## config.mk

```make
export PLATFORM = sky130hd
export DESIGN_NAME = bcd_to_bin_reader
export DESIGN_NICKNAME = d
export VERILOG_FILES = /design/src/rtl/bcd_to_bin_reader.sv
export SDC_FILE = /design/constraint.sdc
export NUM_CORES = 1
export LEC_CHECK = 0
export BUFFER_PORTS_ARGS = -buffer_cell sky130_fd_sc_hd__buf_2
export CORE_ASPECT_RATIO = 0.8
export CORE_MARGIN = 1
export CORE_UTILIZATION = 52
export CTS_CLUSTER_DIAMETER = 120
export CTS_CLUSTER_SIZE = 20
export DETAILED_ROUTE_END_ITERATION = 6
export PLACE_DENSITY = 0.76
export SYNTH_ARGS = -nofsm -noshare
export SYNTH_HDL_FRONTEND = slang
export SYNTH_SLANG_ARGS = --single-unit
```

## constraint.sdc

```tcl
create_clock -name CLK -period 3.9 [get_ports CLK]
set_input_delay 0 -clock CLK [delete_from_list [all_inputs] [get_ports CLK]]
set_output_delay 0 -clock CLK [all_outputs]
set_load 0.02 [all_outputs]
```

## src/rtl/bcd_to_bin_reader.sv

```systemverilog
// rtl/bcd_to_bin_reader.sv - snapshot a decimal digit bus and convert it to binary, MSD first
// Optional ERR_CHECK_EN: flag out-of-range digits and force bin_out to zero.
module bcd_to_bin_reader #(
  parameter int NDIG = 9,
  parameter int DIGW = 5,
  parameter int OUTW = 30
) (
  input  logic                 CLK,
  input  logic                 RST,
  input  logic                 in_valid,
  output logic                 in_ready,
  input  logic [NDIG*DIGW-1:0] digits,
  output logic                 out_valid,
  input  logic                 out_ready,
  output logic [OUTW-1:0]      bin_out,
  output logic                 err
);

  localparam int IDXW = (NDIG > 1) ? $clog2(NDIG) : 1;
  localparam logic [IDXW-1:0] IDX_MSD = IDXW'(NDIG - 1);

  typedef enum logic [1:0] {
    S_IDLE = 2'd0,
    S_CONV = 2'd1,
    S_DONE = 2'd2
  } state_t;

  state_t r_state;
  state_t w_state_nxt;

  logic [NDIG*DIGW-1:0] r_snap;
  logic [IDXW-1:0]      r_idx;
  logic [OUTW-1:0]      r_acc;
  logic [OUTW-1:0]      r_bin;
  logic                 r_out_valid;
  logic                 r_err;

  logic [DIGW-1:0]      w_dig [NDIG];
  logic [3:0]           w_cur_val;
  logic [OUTW-1:0]      w_acc_nxt;
  logic                 w_last;
  logic                 w_accept;
  logic                 w_handshake;
  logic                 w_err_fin;

  genvar g;
  for (g = 0; g < NDIG; g++) begin : g_dig
    assign w_dig[g] = r_snap[g*DIGW +: DIGW];
  end

  assign w_cur_val   = w_dig[r_idx][3:0];
  // acc*10 built from two shifts so no multiplier is inferred
  assign w_acc_nxt   = (r_acc << 3) + (r_acc << 1) + {{(OUTW-4){1'b0}}, w_cur_val};
  assign w_last      = (r_idx == '0);
  assign w_accept    = (r_state == S_IDLE) && in_valid;
  assign w_handshake = (r_state == S_DONE) && out_ready;

`ifdef ERR_CHECK_EN
  logic            r_err_acc;
  logic [DIGW-5:0] w_cur_hi;
  logic            w_cur_bad;

  assign w_cur_hi  = w_dig[r_idx][DIGW-1:4];
  assign w_cur_bad = (w_cur_val > 4'd9) || (|w_cur_hi);
  assign w_err_fin = r_err_acc | w_cur_bad;

  always_ff @(posedge CLK) begin
    if (RST) begin
      r_err_acc <= 1'b0;
    end else if (w_accept) begin
      r_err_acc <= 1'b0;
    end else if (r_state == S_CONV) begin
      r_err_acc <= w_err_fin;
    end
  end
`else
  logic [NDIG-1:0] w_unused_hi;

  for (g = 0; g < NDIG; g++) begin : g_unused
    assign w_unused_hi[g] = |w_dig[g][DIGW-1:4];
  end

  assign w_err_fin = 1'b0;
`endif

  always_ff @(posedge CLK) begin
    if (RST) begin
      r_state <= S_IDLE;
    end else begin
      r_state <= w_state_nxt;
    end
  end

  always_comb begin
    w_state_nxt = r_state;
    case (r_state)
      S_IDLE:  if (in_valid)    w_state_nxt = S_CONV;
      S_CONV:  if (w_last)      w_state_nxt = S_DONE;
      S_DONE:  if (w_handshake) w_state_nxt = S_IDLE;
      default:                  w_state_nxt = S_IDLE;
    endcase
  end

  always_comb begin
    in_ready = (r_state == S_IDLE);
  end

  always_ff @(posedge CLK) begin
    if (RST) begin
      r_snap      <= '0;
      r_idx       <= IDX_MSD;
      r_acc       <= '0;
      r_bin       <= '0;
      r_out_valid <= 1'b0;
      r_err       <= 1'b0;
    end else begin
      case (r_state)
        S_IDLE: begin
          if (in_valid) begin
            r_snap <= digits;
            r_acc  <= '0;
            r_idx  <= IDX_MSD;
          end
        end
        S_CONV: begin
          r_acc <= w_acc_nxt;
          r_idx <= r_idx - 1'b1;
          if (w_last) begin
            r_out_valid <= 1'b1;
            r_bin       <= w_err_fin ? '0 : w_acc_nxt;
            r_err       <= w_err_fin;
          end
        end
        S_DONE: begin
          if (out_ready) begin
            r_out_valid <= 1'b0;
          end
        end
        default: begin
          r_out_valid <= 1'b0;
        end
      endcase
    end
  end

  assign out_valid = r_out_valid;
  assign bin_out   = r_bin;
  assign err       = r_err;

endmodule

```

# Word-level counts from Yosys, hierarchy flattened
# Index checks and enable logic that the tools add are counted.
dict set report word_totals {
  ff_bits 111
  latch_bits 0
  mem_bits_rw 0
  romBits 0
  input_bits 49
  out_inout_bits 33
  word_cells 41
  memories 0
}
dict set report classes {
  n_addsub 3
  n_mul 0
  n_div 0
  order_cmp 1
  n_eq_ne 6
  n_shift 0
  n_mux 14
  n_bitwise 2
  n_reduce_logical 9
}
# op count
set op_table {}
lappend op_table {{$pmux W29 S2} 1}
lappend op_table {{$add A30 B30 Y30} 1}
lappend op_table {{$add A30 B4 Y30} 1}
lappend op_table {{$mux W29} 1}
lappend op_table {{$bmux W5 S4} 1}
lappend op_table {{$mux W4} 3}
lappend op_table {{$ne A2 B2 Y1 const B} 4}
lappend op_table {{$pmux W4 S2} 1}
lappend op_table {{$mux W2} 3}
lappend op_table {{$pmux W2 S3} 1}
lappend op_table {{$reduce_and A2 Y1} 3}
lappend op_table {{$reduce_and A3 Y1} 2}
lappend op_table {{$ge A5 B5 Y1 const B} 1}
lappend op_table {{$not A4 Y5} 1}
lappend op_table {{$logic_not A4 Y1} 1}
lappend op_table {{$sub A4 B1 Y4 const B} 1}
lappend op_table {{$pmux W1 S3} 1}
lappend op_table {{$eq A2 B1 Y1 const B} 1}
lappend op_table {{$eq A2 B2 Y1 const B} 1}
lappend op_table {{$logic_not A2 Y1} 1}
lappend op_table {{$mux W1} 2}
lappend op_table {{$reduce_bool A2 Y1} 1}
lappend op_table {{$logic_and A1 B1 Y1} 1}
lappend op_table {{$not A1 Y1} 1}

# Longest topological paths before layout
# Gate-level depths: netlist of run 1.
dict set report depth {
  depth_word 6
  depth_mapped 15
  mapped_depth_nobuf 14
}

# Worst setup path after synthesis of run 1
# No wires, ideal clock.
dict set report synth_path {
  kind {reg-to-reg}
  from {register r_idx[0]}
  to {register r_acc[26]}
  setup_time_ns 0.117
  arrival_ns 3.955
  t_required_ns 3.783
  path_slack_ns -0.172
  path_stages_with_launch 14
  path_buffers 1
  synth_period_minus_slack_ns 4.072
  cell_sequence {dfxtp_1 > buf_1 > mux4_2 > mux2i_1 > o21ai_0 > ha_1 > ha_1 > fa_1 > a21o_1 > a221o_2 > nand3_1 > a31oi_1 > or4_1 > a32o_1}
}
dict set report synth_between {
  elab_chain_cells 6
}
# item line_no
set synth_lines {}
lappend synth_lines {{start: declaration} 32} ;# logic [IDXW-1:0] r_idx;
lappend synth_lines {{start signal: assignment} 127} ;# r_idx <= r_idx - 1'b1;
lappend synth_lines {{$not A4 Y5 (not written as such)} 51} ;# assign w_cur_val = w_dig[r_idx][3:0];
lappend synth_lines {{$bmux W5 S4} 51}
lappend synth_lines {{$mux W4 (not written as such) (2 in series)} 51}
lappend synth_lines {{$add A30 B4 Y30} 53} ;# assign w_acc_nxt = (r_acc << 3) + (r_acc << 1) + {{(OUTW-4){1'b0}}, w_cur_val};
lappend synth_lines {{$pmux W29 S2} 117} ;# case (r_state)
lappend synth_lines {{end signal: assignment} 126} ;# r_acc <= w_acc_nxt;
lappend synth_lines {{end: declaration} 33} ;# logic [OUTW-1:0] r_acc;
# Every way passes these cells. The select of a mux whose other input is x is not followed.
# A chain may end at the register's enable or synchronous reset.

# Worst setup path after layout of run 1
# Same ends and word-level chain as after synthesis.

==> results of run 1 <==
routing by layer:
| layer | vias to the layer above | GRT usage (%) | part of all wire, % | routed length [um] |
|---|---|---|---|---|
| li1 | 2701 | - | - | - |
| met1 | 2600 | 41.9 | 46 | 7410 |
| met2 | 245 | 42.8 | 43 | 6970 |
| met3 | 25 | 6.78 | 9.4 | 1510 |
| met4 | 0 | 6.74 | 1.6 | 253 |
| met5 | - | 0 | 0 | 0 |
tightest hold or removal path, stage by stage:
cell and delay (ns):
buf_2 0.10, nand2_1 0.19, nand2_1 0.13, a21oi_1 0.05
metrics by stage:
step,util [%],cells
finish,64.2,944
global route,64.2,944
CTS,63.9,944
detailed placement,57.9,892
global placement,57.9,892
floorplan,-,706
timing repair:
action,in CTS,in global routing
setup buffers,0,0
hold buffers,37,0
cloned,0,0
pin swaps,0,3
hold endpoints to repair,37,0
resized for setup,1,12
endpoints found under the setup margin,7,26
layout make-up:
cell class                      count  area, sq um  area share [%]
Sequential cell                   102         2050            29.3
Clock inverter                      6         55.1           0.787
Timing Repair Buffer              124          846            12.1
Tap cell                          144          180            2.58
Multi-Input combinational cell    548         3600            51.5
Clock buffer                        9          225            3.22
Inverter                           11         41.3           0.590
cells in the mapped netlist (2+ instances only):
master	count
a22oi_1	3
or4_1	5
nand3b_1	6
nor2_1	42
and3_1	8
mux2i_1	4
a21o_1	12
or2_2	3
a32o_1	2
o21ai_1	2
buf_2	3
a2111oi_0	3
mux4_2	8
a21oi_1	96
buf_1	8
nand4b_1	4
a221oi_1	3
inv_1	11
a211oi_1	4
o21bai_1	4
o31ai_1	3
a22o_1	12
dfxtp_1	102
nor3b_1	7
xor2_1	4
a31oi_1	6
and2_1	3
clkbuf_1	33
nand2_1	134
o21a_1	4
xnor2_1	18
o211ai_1	3
nand4_1	4
nand3_1	33
nor3_1	8
nand2b_1	3
ha_1	55
nor2b_1	3
fa_1	2
o21ai_0	19
power groups by stage:
stage | clock network, mW | registers [mW] | logic, mW
after floorplan | 0 | 1.11 | 0.157
after global placement | 0 | 1.13 | 0.214
after detailed placement | 0 | 1.13 | 0.221
after CTS | 0.883 | 1.10 | 0.251
after global routing | 0.922 | 1.11 | 0.286
final | 0.867 | 1.11 | 0.262
cell families after synthesis:
kind of cell | Yosys count | synth area share (%)
adders and majority gates | 57 | 12.5
xor gates and xnor gates | 22 | 3.31
buffers and inverters | 56 | 3.74
AOI/OAI and AO/OA | 190 | 20.9
muxes | 12 | 3.78
DFF | 102 | 35.0
and+or+nand+nor | 266 | 20.7
other | 1 | 0.0643
worst paths after layout:
check	startpoint	endpoint	slack (ns)	cells past startpoint
worst max-delay path	r_idx[0]	r_acc[26]	0.11	13
worst min-delay path	in_valid	r_snap[15]	0.16	4
worst min register to register	bin_out[7]	bin_out[7]	0.46	2
worst max register to register	r_idx[0]	r_acc[26]	0.11	13
flip-flops by register name, indices dropped and copies added, names as in the netlist:
register / count
r_idx: 4
r_state: 2
r_acc: 29
r_snap: 36
bin_out: 30
out_valid: 1
==> results.sh, run 1 <==
export IMPL_port_buffers=71
export IMPL_ys_flop_type="dfxtp_1"
export IMPL_cp_slowest_cell="or4_4"
export IMPL_synth_area_leaders="dfxtp_1, ha_1, nand2_1, a21oi_1, mux4_2"
export IMPL_maxSlewViolCount=0
export IMPL_tightest_slew_ns=1.27
export IMPL_power_leakage_nw=3.08
export IMPL_whs_ns=0.160
export IMPL_worstPathCellList="buf_4 -> mux4_2 -> mux2i_1 -> o21ai_0 -> ha_1 -> ha_2 -> fa_2 -> a21o_1 -> a221o_2 -> nand3_1 -> a31oi_1 -> or4_4 -> a32o_1"
export IMPL_worst_path_buf_inv=1
export IMPL_die_x_um=120
export IMPL_postPlaceCellArea_sq_um=6310
export IMPL_numCtsBuffers=9
export IMPL_ys_warn_count=0
export IMPL_totalPowerFinal_mw=2.24
export IMPL_critPathRequiredTime_ns=4.15
export IMPL_cellInternalPower_mw=1.63
export IMPL_htreeDepth=3
export IMPL_ctsRootBufferMaster="clkbuf_16"
export IMPL_max_stage_delay_ns=0.53
export IMPL_synth_seq_cells=102
export IMPL_yosysTopAreaCell="dfxtp_1"
export IMPL_clock_path_buffers=2
export IMPL_synth_cell_types=59
export IMPL_clk_pin_slew_ns=0.07
export IMPL_drive_above_1_share_pct=16.4
export IMPL_coreArea_sq_um=10900
export IMPL_finalCritPeriodShare_pct=97.1
export IMPL_fin_area_sq_um=6990
export IMPL_rsz0062_at_grt="yes"
export IMPL_grt_overflow=0
export IMPL_drt_wl_total_um=16100
export IMPL_wire_per_inst_um=17.1
export IMPL_seq_area_frac_synth_pct=35.0
export IMPL_layout_nets=902
export IMPL_tns_ns=0
export IMPL_p_switching_mw=0.608
export IMPL_syn_avg_cell_area_sq_um=8.26
export IMPL_timing_fmax_mhz=264
export IMPL_drc=0
export IMPL_slew_headroom_pct=15.6
export IMPL_status="complete, no violations"
export IMPL_crit_type="flop to flop"
export IMPL_min_delay_path_class="input port to flop"
export IMPL_place_ws_ns=-0.0741
export IMPL_synthArstFlopShare_pct=0
export IMPL_synth_edf_count=0
export IMPL_vias=5571
export IMPL_setup_viol=0
export IMPL_viasPerCell=5.90
export IMPL_syn_area_sq_um=5830
export IMPL_grt_pass1_wl_um=26400
export IMPL_grt_total_usage_pct=28.8
export IMPL_irDropWorstVdd_mv=0.242
export IMPL_fin_crit_ns=3.79
export IMPL_synthCells=706
export IMPL_clkPwrFrac_pct=38.8
export IMPL_cts_tree="done"
export IMPL_endpoint_kind="flop"
export IMPL_combPwrFrac_pct=11.7
export IMPL_grt_max_degree=62
export IMPL_crit_fanout=7
export IMPL_ios=82
export IMPL_antenna_found_initial=0
export IMPL_power_density_nw_per_um2=320
export IMPL_clkSinkCount=102
export IMPL_drt_iter0_drc=483
export IMPL_routabilityCongestion=0.949
export IMPL_fp_row_count=34
export IMPL_synth_fp_nets=812
export IMPL_path_delay_family="compound AO/OA/AOI/OAI gates"
export IMPL_drtPass1Iterations=5
export IMPL_antenna_left=0
export IMPL_timing_final_ws_setup_ns=0.112
export IMPL_layout_common_cells="nand2_1, dfxtp_1, a21oi_1, buf_2, ha_1"
export IMPL_final_common_cell="nand2_1"
export IMPL_synth_top_area_share_pct=35.0
export IMPL_dieArea_sq_um=11600
export IMPL_skew_ns=0.0103
export IMPL_synthToLayoutAreaGrowth_pct=20.0
export IMPL_crit_arrival_ns=4.03
export IMPL_place_hpwl_um=11200
export IMPL_clock_latency_ns=0.36
export IMPL_fillers=905
export IMPL_die_y_um=96.7
export IMPL_seq_power_share_pct=49.5
export IMPL_antenna_cells=0
export IMPL_initial_utilization_pct=53.5
export IMPL_sw_frac_of_total_pct=27.2
export IMPL_critPathLaunchType="flop"
export IMPL_first_global_vias=5232
export IMPL_hold_violations=0
export IMPL_maxCapViolCount=0
(Power assumes the default switching activity.)
==> run 2, diff against run 1 <==
Settings changed: BUFFER_PORTS_ARGS -buffer_cell sky130_fd_sc_hd__buf_2 to -buffer_cell sky130_fd_sc_hd__clkbuf_2.
==> run 2 against run 1 <==
Compared with the run above:
- clock skew is 0.0032 ns lower
- hold slack improved by 0.039 ns
- non-clock buffer count did not move
- cell count increased by 0.11%
- register-to-register slack improved by 0.03 ns
- final area decreased by 0.13%
- sequential share of layout area is essentially flat
- maximum frequency rose by 0.78%
==> results.sh, run 2 (same netlist as run 1, synthesis figures left out) <==
export IMPL_grt_overflow=0
export IMPL_antenna_cells=0
export IMPL_drt_wl_total_um=16000
export IMPL_drt_iter0_drc=515
export IMPL_place_ws_ns=-0.0768
export IMPL_post_cts_buffers=0
export IMPL_port_buffers=71
export IMPL_antenna_left=0
export IMPL_rsz0062_at_grt="no"
export IMPL_r2r_end="r_acc[26]"
export IMPL_drive_above_1_share_pct=16.1
export IMPL_grt_pass1_wl_um=26200
export IMPL_first_global_vias=5266
export IMPL_ctsRootBufferMaster="clkbuf_16"
export IMPL_slew_headroom_pct=52.5
export IMPL_maxCapViolCount=0
export IMPL_htreeDepth=3
export IMPL_power_leakage_nw=3.06
export IMPL_clock_latency_ns=0.35
export IMPL_crit_type="flop to flop"
export IMPL_synthToLayoutAreaGrowth_pct=19.8
export IMPL_final_common_cell="nand2_1"
export IMPL_drc=0
export IMPL_crit_arrival_ns=4.00
export IMPL_grt_max_degree=60
export IMPL_die_x_um=120
export IMPL_min_delay_path_class="input port to flop"
export IMPL_skew_ns=0.00704
export IMPL_antenna_found_initial=0
export IMPL_finalCritPeriodShare_pct=96.4
export IMPL_critPathLaunchType="flop"
export IMPL_setup_viol=0
export IMPL_largest_reg_flops=36
export IMPL_placedCellCount=892
export IMPL_multi_input_area_sq_um=3590
export IMPL_status="complete, no violations"
export IMPL_clock_path_buffers=2
export IMPL_fillers=894
export IMPL_endpoint_kind="flop"
export IMPL_ff2ff_path_depth=12
export IMPL_die_y_um=96.7
export IMPL_fin_crit_ns=3.76
export IMPL_irDropWorstVdd_mv=0.202
export IMPL_ios=82
export IMPL_crit_fanout=7
export IMPL_vias=5582
export IMPL_min_from="RST"
export IMPL_drtPass1Iterations=6
export IMPL_viasPerCell=5.91
export IMPL_clkSinkCount=102
export IMPL_seq_area_sq_um=2050
export IMPL_crit_start="r_idx[0]"
export IMPL_layout_common_cells="nand2_1, dfxtp_1, a21oi_1, clkbuf_2, ha_1"
export IMPL_fin_cells=945
export IMPL_timing_fmax_mhz=266
export IMPL_fp_row_count=34
export IMPL_wire_per_inst_um=16.9
export IMPL_hold_path_depth=2
export IMPL_rrSetupSlack_ns=0.14
export IMPL_regMostFlops="r_snap"
export IMPL_grt_total_usage_pct=28.3
export IMPL_reg2reg_from="r_idx[0]"
export IMPL_routabilityCongestion=0.944
export IMPL_power_density_nw_per_um2=320
export IMPL_timing_final_ws_setup_ns=0.141
export IMPL_hold_path_end="r_acc[0]"
export IMPL_maxSlewViolCount=0
export IMPL_hold_violations=0
export IMPL_place_hpwl_um=11200
export IMPL_cts_tree="done"
export IMPL_initial_utilization_pct=53.5
export IMPL_numCtsBuffers=9
export IMPL_layout_nets=902
export IMPL_critPathRequiredTime_ns=4.14
export IMPL_coreArea_sq_um=10900
export IMPL_tightest_slew_ns=0.712
export IMPL_dieArea_sq_um=11600
export IMPL_clk_pin_slew_ns=0.07
-- run 2: metrics by stage --
| stage | utilization, % | TNS, ns | power, mW | hold slack [ns] | cell area [sq um] |
|---|---|---|---|---|---|
| 2_1_floorplan | - | 0 | 1.27 | 0.136 | 5830 |
| 3_3_place_gp | 57.9 | 0 | 1.34 | 0.223 | 6310 |
| 3_5_place_dp | 57.9 | -0.150 | 1.35 | 0.229 | 6310 |
| 4_1_cts | 63.9 | 0 | 2.23 | 0.205 | 6960 |
| 5_1_grt | 64.1 | 0 | 2.31 | 0.229 | 6980 |
| 6_report | 64.1 | 0 | 2.23 | 0.199 | 6980 |
-- run 2: area by class of cell --
class,count,share of cell area (%)
Multi-Input combinational cell,548,51.3
Inverter,11,0.591
Clock inverter,7,0.788
Tap cell,144,2.58
Sequential cell,102,29.3
Clock buffer,9,3.22
Timing Repair Buffer,124,12.2
-- run 2: worst max-delay path, cell delays in order, from the launching register on --
cell	delay [ns]
dfxtp_4	0.38
buf_6	0.14
nor3_1	0.36
a31oi_1	0.17
fa_1	0.51
inv_1	0.07
fa_2	0.39
a21o_1	0.18
a221o_2	0.42
nand3_1	0.11
a31oi_1	0.11
or4_4	0.53
a32o_1	0.27
-- run 2: power by group --
group          internal, mW  leakage [nW]  switching, mW  total [mW]
clock                 0.441         0.138          0.428       0.869
combinational         0.112          2.09          0.147       0.258
sequential             1.07         0.829         0.0325        1.11
total                  1.63          3.06          0.607        2.23
-- run 2: how the worst max path moves through the flow --
stage	endpoint	slack (ns)	cells after the start
finish	r_acc[26]	0.14	12
global route	r_acc[26]	0.03	12
CTS	r_acc[26]	0.005	13
detailed placement	r_acc[26]	-0.08	13
global placement	r_acc[26]	0.03	13
floorplan	r_acc[26]	0.04	13
-- run 2: layer usage --
metal	wire [um]	vias up	GRT usage (%)	share of wire, %
li1	-	2701	-	-
met1	7380	2656	41.9	46
met2	7150	209	42.0	45
met3	1290	16	5.19	8.1
met4	162	0	7.41	1.0
met5	0	-	0	0
-- run 2: timing repair --
item / CTS / global route
hold buffers: 37 / 0
endpoints found under the setup margin: 10 / 21
resized for setup: 1 / 8
pin swaps: 0 / 1
endpoints found under the hold margin: 37 / 0
